## src/rtl/interp_seg_ctrl.sv

```systemverilog
// Breakpoint-table sequencer for the linear interpolator: finds the segment
// enclosing x, drives its endpoints out, and returns y with a valid/ready handshake.
module interp_seg_ctrl #(
    parameter int unsigned W    = 10,
    parameter int unsigned NPTS = 8,
    parameter int unsigned AW   = 3,
    parameter int unsigned LAT  = 1
) (
    input  logic          clk,
    input  logic          rst,
    input  logic          wr_en,
    input  logic [AW-1:0] wr_addr,
    input  logic [W-1:0]  wr_x,
    input  logic [W-1:0]  wr_y,
    output logic          wr_err,
    input  logic          req_valid,
    output logic          req_ready,
    input  logic [W-1:0]  req_x,
    output logic          resp_valid,
    input  logic          resp_ready,
    output logic [W-1:0]  resp_y,
    output logic [W-1:0]  lin_x,
    output logic [W-1:0]  lin_x0,
    output logic [W-1:0]  lin_y0,
    output logic [W-1:0]  lin_x1,
    output logic [W-1:0]  lin_y1,
    input  logic [W-1:0]  lin_y
);
    // Table is sized to the full address space so any AW-bit index is legal;
    // entries at NPTS and above are never written and stay zero.
    localparam int unsigned DEPTH = 1 << AW;
    localparam logic [AW-1:0] LAST = AW'(NPTS - 1);
    localparam int unsigned CW = $clog2(LAT + 1) + 1;

    typedef enum logic [1:0] {IDLE, SEARCH, WAIT, DONE} state_t;

    state_t         state_reg;
    logic [W-1:0]   x_tab [DEPTH];
    logic [W-1:0]   y_tab [DEPTH];
    logic [W-1:0]   xq_reg;
    logic [AW-1:0]  idx_reg;
    logic           first_reg;
    logic [CW-1:0]  cnt_reg;
    logic [W-1:0]   resp_y_reg;
    logic           wr_err_reg;
    logic [W-1:0]   lin_x_reg, lin_x0_reg, lin_y0_reg, lin_x1_reg, lin_y1_reg;

    logic           wr_ok;
    logic [AW-1:0]  nxt_idx;

    // A request arriving in the same cycle takes priority over a table write.
    assign wr_ok   = wr_en && (state_reg == IDLE) && !req_valid && (32'(wr_addr) < NPTS);
    assign nxt_idx = idx_reg + 1'b1;

    always_ff @(posedge clk or posedge rst) begin
        if (rst) begin
            for (int i = 0; i < int'(DEPTH); i++) begin
                x_tab[i] <= '0;
                y_tab[i] <= '0;
            end
        end else if (wr_ok) begin
            x_tab[wr_addr] <= wr_x;
            y_tab[wr_addr] <= wr_y;
        end
    end

    always_ff @(posedge clk or posedge rst) begin
        if (rst) begin
            state_reg  <= IDLE;
            xq_reg     <= '0;
            idx_reg    <= '0;
            first_reg  <= 1'b0;
            cnt_reg    <= '0;
            resp_y_reg <= '0;
            wr_err_reg <= 1'b0;
            lin_x_reg  <= '0;
            lin_x0_reg <= '0;
            lin_y0_reg <= '0;
            lin_x1_reg <= '0;
            lin_y1_reg <= '0;
        end else begin
            wr_err_reg <= wr_en && !wr_ok;
            case (state_reg)
                IDLE: begin
                    if (req_valid) begin
                        xq_reg    <= req_x;
                        idx_reg   <= '0;
                        first_reg <= 1'b1;
                        state_reg <= SEARCH;
                    end
                end
                SEARCH: begin
                    if (first_reg) begin
                        // Out-of-range queries clamp to the end values.
                        if (xq_reg <= x_tab[0]) begin
                            resp_y_reg <= y_tab[0];
                            state_reg  <= DONE;
                        end else if (xq_reg >= x_tab[LAST]) begin
                            resp_y_reg <= y_tab[LAST];
                            state_reg  <= DONE;
                        end
                        first_reg <= 1'b0;
                    end else if (xq_reg <= x_tab[nxt_idx]) begin
                        if (x_tab[idx_reg] == x_tab[nxt_idx]) begin
                            resp_y_reg <= y_tab[idx_reg];
                            state_reg  <= DONE;
                        end else begin
                            lin_x_reg  <= xq_reg;
                            lin_x0_reg <= x_tab[idx_reg];
                            lin_y0_reg <= y_tab[idx_reg];
                            lin_x1_reg <= x_tab[nxt_idx];
                            lin_y1_reg <= y_tab[nxt_idx];
                            cnt_reg    <= '0;
                            state_reg  <= WAIT;
                        end
                    end else begin
                        idx_reg <= nxt_idx;
                    end
                end
                WAIT: begin
                    if (cnt_reg == CW'(LAT)) begin
                        resp_y_reg <= lin_y;
                        state_reg  <= DONE;
                    end else begin
                        cnt_reg <= cnt_reg + 1'b1;
                    end
                end
                DONE: begin
                    if (resp_ready) begin
                        state_reg <= IDLE;
                    end
                end
                default: state_reg <= IDLE;
            endcase
        end
    end

    assign req_ready  = (state_reg == IDLE);
    assign resp_valid = (state_reg == DONE);
    assign resp_y     = resp_y_reg;
    assign wr_err     = wr_err_reg;
    assign lin_x      = lin_x_reg;
    assign lin_x0     = lin_x0_reg;
    assign lin_y0     = lin_y0_reg;
    assign lin_x1     = lin_x1_reg;
    assign lin_y1     = lin_y1_reg;

endmodule

```

## config.mk

```make
export PLATFORM = sky130hd
export DESIGN_NAME = interp_seg_ctrl
export DESIGN_NICKNAME = d
export VERILOG_FILES = /design/src/rtl/interp_seg_ctrl.sv
export SDC_FILE = /design/constraint.sdc
export NUM_CORES = 1
export LEC_CHECK = 0
export BUFFER_PORTS_ARGS = -buffer_cell sky130_fd_sc_hd__buf_2
export CAP_MARGIN = 15
export CORE_MARGIN = 8
export CORE_UTILIZATION = 45
export CTS_CLUSTER_SIZE = 30
export DETAILED_ROUTE_END_ITERATION = 8
export PLACE_DENSITY = 0.74
export SLEW_MARGIN = 20
export SYNTH_ARGS = -nofsm -noshare
export SYNTH_HDL_FRONTEND = slang
export SYNTH_SLANG_ARGS = --single-unit
```

## constraint.sdc

```tcl
create_clock -name clk -period 7.05 [get_ports clk]
set_input_delay 0.705 -clock clk [delete_from_list [all_inputs] [get_ports clk]]
set_output_delay 0.705 -clock clk [all_outputs]
set_load 0.01 [all_outputs]
```

==> key figures <==
Flow run
  • Max-capacitance violation count: 0

CTS
  • Clock buffers created by TritonCTS: 24
  • Count of clock tree sinks: 239
  • Clock root buffer: sky130_fd_sc_hd__clkbuf_16
  • Clock tree from TritonCTS: yes
  • CTS Buffer Depth: 3
  • Number of buffers inserted to repair setup after CTS: 0
  • Later-pin clock latency in the skew report: 0.53 ns
  • Number of resized instances in the post-cts repair step: 0
  • Clock slew at reported path FFs: 0.07 ns
  • Hold buffers post-CTS: 0
  • H-tree depth: 1

Timing
  • Transition time at the pin with the least slew margin: 1.00 ns
  • Shortest period the worst path allows: 4.78 ns
  • Fin worst setup slack: 2.27 ns
  • Total Neg Setup Slack: 0 ns
  • Setup repair after global routing missed its margin: no
  • Share of the cycle needed by the critical path after routing: 67.8%
  • Final setup vio count: 0
  • Fin. max-slew vios: 0
  • Highest achievable clock rate: 209 MHz
  • Slew HR: 33.1%
  • Clock Skews: 0.0133 ns
  • Final count of hold timing violations: 0

Route
  • Number of iterations in the first detailed-routing pass: 6
  • Total routed wirelength: 33.1 mm
  • Via-per-instance ratio: 5.91
  • Starting DRT DRC Count: 681
  • DR vias: 8,740
  • Number of nets still failing antenna checks after routing: 0
  • Routed WL per cell: 22.4 µm
  • Remaining design rule violation count: 0

Setup path
  • Crit. Startpoint: idx_reg[0]
  • Setup crit end: lin_x1[8]
  • Flop2flop setup slack: 2.27 ns
  • Worst Path Max Fanout: 51
  • Highest cell delay on the worst timing path: 0.69 ns
  • Worst flop-to-flop path endpoint: lin_x1[8]
  • Signal arrival time at the worst endpoint: 5.20 ns
  • Worst Setup End Kind: flip-flop
  • Worst reg2reg startpoint: idx_reg[0]
  • Length in cells of the worst reg-to-reg path: 14
  • Setup CP Type: flip-flop to flip-flop
  • Critical path startpoint category: flip-flop
  • Most common cell on crit path: sky130_fd_sc_hd__nor2_1
  • Cell-by-cell trace of the critical path: ha_4, xnor2_2, buf_4, mux4_2, ha_1, nand4_1, nor2_1, a21oi_1, o211a_1, nor2_1, a211oi_4, buf_4, nor2_1, a21oi_1
  • Cell at the slowest stage of the critical path: sky130_fd_sc_hd__xnor2_2
  • Data required time of the critical path: 7.47 ns

Placed design
  • Sum of net half-perimeters after detailed placement: 22.7 mm
  • Routability-driven placement congestion ratio: 0.837
  • Pre-CTS WS: 2.27 ns
  • Area of placed instances: 14,000 µm²
  • Number of cells in the design after placement: 1,435
  • Buffers on Ports: 110

Logic synthesis
  • Register area share after synthesis: 45.5%
  • Combined area of all synthesized cells: 13,200 µm²
  • Leading register cell type out of synthesis: sky130_fd_sc_hd__dfrtp_1
  • Number of register bits inferred by synthesis: 239
  • YS warnings: 0
  • Number of distinct library cells after synthesis: 48
  • Synthesized netlist net count: 1,071
  • Mean instance size in the synthesized netlist: 13.3 µm²
  • Synthesized instance count: 987
  • Count of flip-flops with a built-in enable after synthesis: 0
  • Share of flip-flops with an asynchronous set or reset: 100%

Floorplanning
  • Starting utilization of the core area: 45.7%
  • I/O pin cnt: 111
  • Total core area: 28,800 µm²
  • Floorplan die width: 187 µm
  • Full die area: 35,000 µm²
  • Overall die height: 187 µm
  • Site Rows: 62

Finish
  • Post-route non-filler standard cell count: 1,479
  • Fraction of layout cells with a size suffix above 1: 41.4%
  • Final nets: 1,161
  • Leading cell types in the layout, fill and taps excluded: sky130_fd_sc_hd__dfrtp_1, sky130_fd_sc_hd__mux2_2, sky130_fd_sc_hd__buf_2
  • Area delta synth->final: 12.6%
  • Final Instance Area: 14,800 µm²
  • Largest registers: x_tab: 80 flops, y_tab: 80 flops
  • Most common cell after layout, fill and taps aside: sky130_fd_sc_hd__dfrtp_1

Global routing
  • Leftover overflow at the end of global routing: 0
  • Total track usage: 18.7%
  • Antenna violations before repair: 6
  • Global-route wire length before repair: 52.6 mm
  • Maximum number of pins on one net before global-route repair: 147
  • Number of global-route vias before repair: 9,072

Worst hold path
  • Hold Crit Class: primary input to async pin

Pwr
  • P per Cell Area: 496 nW/µm²
  • Switching share of total power: 38.6%
  • IR drop worst, VDD: 0.253 mV
  • Static Leakage: 6.77 nW
  • Clock share of power: 16.9%
  • Internal Power: 4.52 mW
  • Power dissipated by switching net loads: 2.84 mW
  • Flop pwr share: 34.1%
  • Overall power consumption: 7.35 mW
  • Relative contribution of combinational cells to total power: 48.9%

Run status
  • Status: complete, no violations
synthesized netlist by cell type (9+ instances only):
cell type                  count  share of area (%)
sky130_fd_sc_hd__buf_4        10               0.57
sky130_fd_sc_hd__nor2_1       54                1.5
sky130_fd_sc_hd__xor2_1       18                1.2
sky130_fd_sc_hd__ha_1         36                3.4
sky130_fd_sc_hd__mux4_2       83                 14
sky130_fd_sc_hd__buf_1         9               0.26
sky130_fd_sc_hd__buf_2         9               0.34
sky130_fd_sc_hd__a21oi_1      37                1.4
sky130_fd_sc_hd__dfrtp_1     239                 45
sky130_fd_sc_hd__mux2_4       17                1.9
sky130_fd_sc_hd__nand2_1      48                1.4
sky130_fd_sc_hd__a21o_1        9               0.51
sky130_fd_sc_hd__o22ai_1      10               0.48
sky130_fd_sc_hd__inv_1        40                1.1
sky130_fd_sc_hd__clkbuf_1     29               0.83
sky130_fd_sc_hd__o21ai_0      15               0.57
sky130_fd_sc_hd__mux2_2      176                 15
sky130_fd_sc_hd__a31oi_1      13               0.62
sky130_fd_sc_hd__mux2i_1      56                4.3
sky130_fd_sc_hd__a211oi_1     12               0.68
critical path, delay by kind of cell (launching register included):
kind,cells,cell delay (ns)
buf+inv,2,0.89
compound gates,4,0.76
xor+xnor,1,0.69
flops,1,0.64
mux,1,0.61
fa+ha+maj,2,0.60
simple gates,4,0.44
through the flow:
stage	util, %	hold slack, ns
floorplan	-	0.491
global placement	48.8	0.488
detailed placement	48.8	0.493
CTS	51.4	0.342
global route	51.4	0.389
finish	51.5	0.325
layer usage:
metal	global-route usage, %	share of wire, %	vias up
met2	30.6	48	300
met3	4.18	7.3	61
met1	24.7	42	4527
li1	-	-	3842
met5	0	0.19	-
met4	5.59	2.2	10
power by group through the flow:
stage	Clock, mW	Combinational (mW)	Sequential [mW]
5_1_grt	1.33	3.93	2.58
6_report	1.25	3.60	2.51
2_1_floorplan	0	2.78	2.38
3_5_place_dp	0	3.58	2.52
4_1_cts	1.27	3.61	2.50
3_3_place_gp	0	3.48	2.48
layout make-up:
cell class                 instances  area [µm²]
multi-input combinational        645        6730
antenna                            3        7.51
clock buffer                      36         706
tap                              384         480
fill                            2431       14000
timing repair buffer             127         691
inverter                          40         154
sequential                       239        5990
clock inverter                     5        61.3
how the worst min path moves through the flow:
stage	to	depth (start not counted)
2_1_floorplan	x_tab[50]	1
5_1_grt	resp_y[6]	2
4_1_cts	resp_y[6]	2
3_5_place_dp	lin_y0[3]	1
3_3_place_gp	lin_y0[9]	1
6_report	resp_y[5]	2
kinds of logic after synthesis:
group	Yosys count	share of synthesized area, %
flops	239	45.5
fa+ha+maj	36	3.42
buf+inv	103	3.65
compound gates	116	5.61
simple gates	135	4.47
mux	333	35.7
xor+xnor	25	1.72
Note: power is estimated with default switching activity, not from simulation.
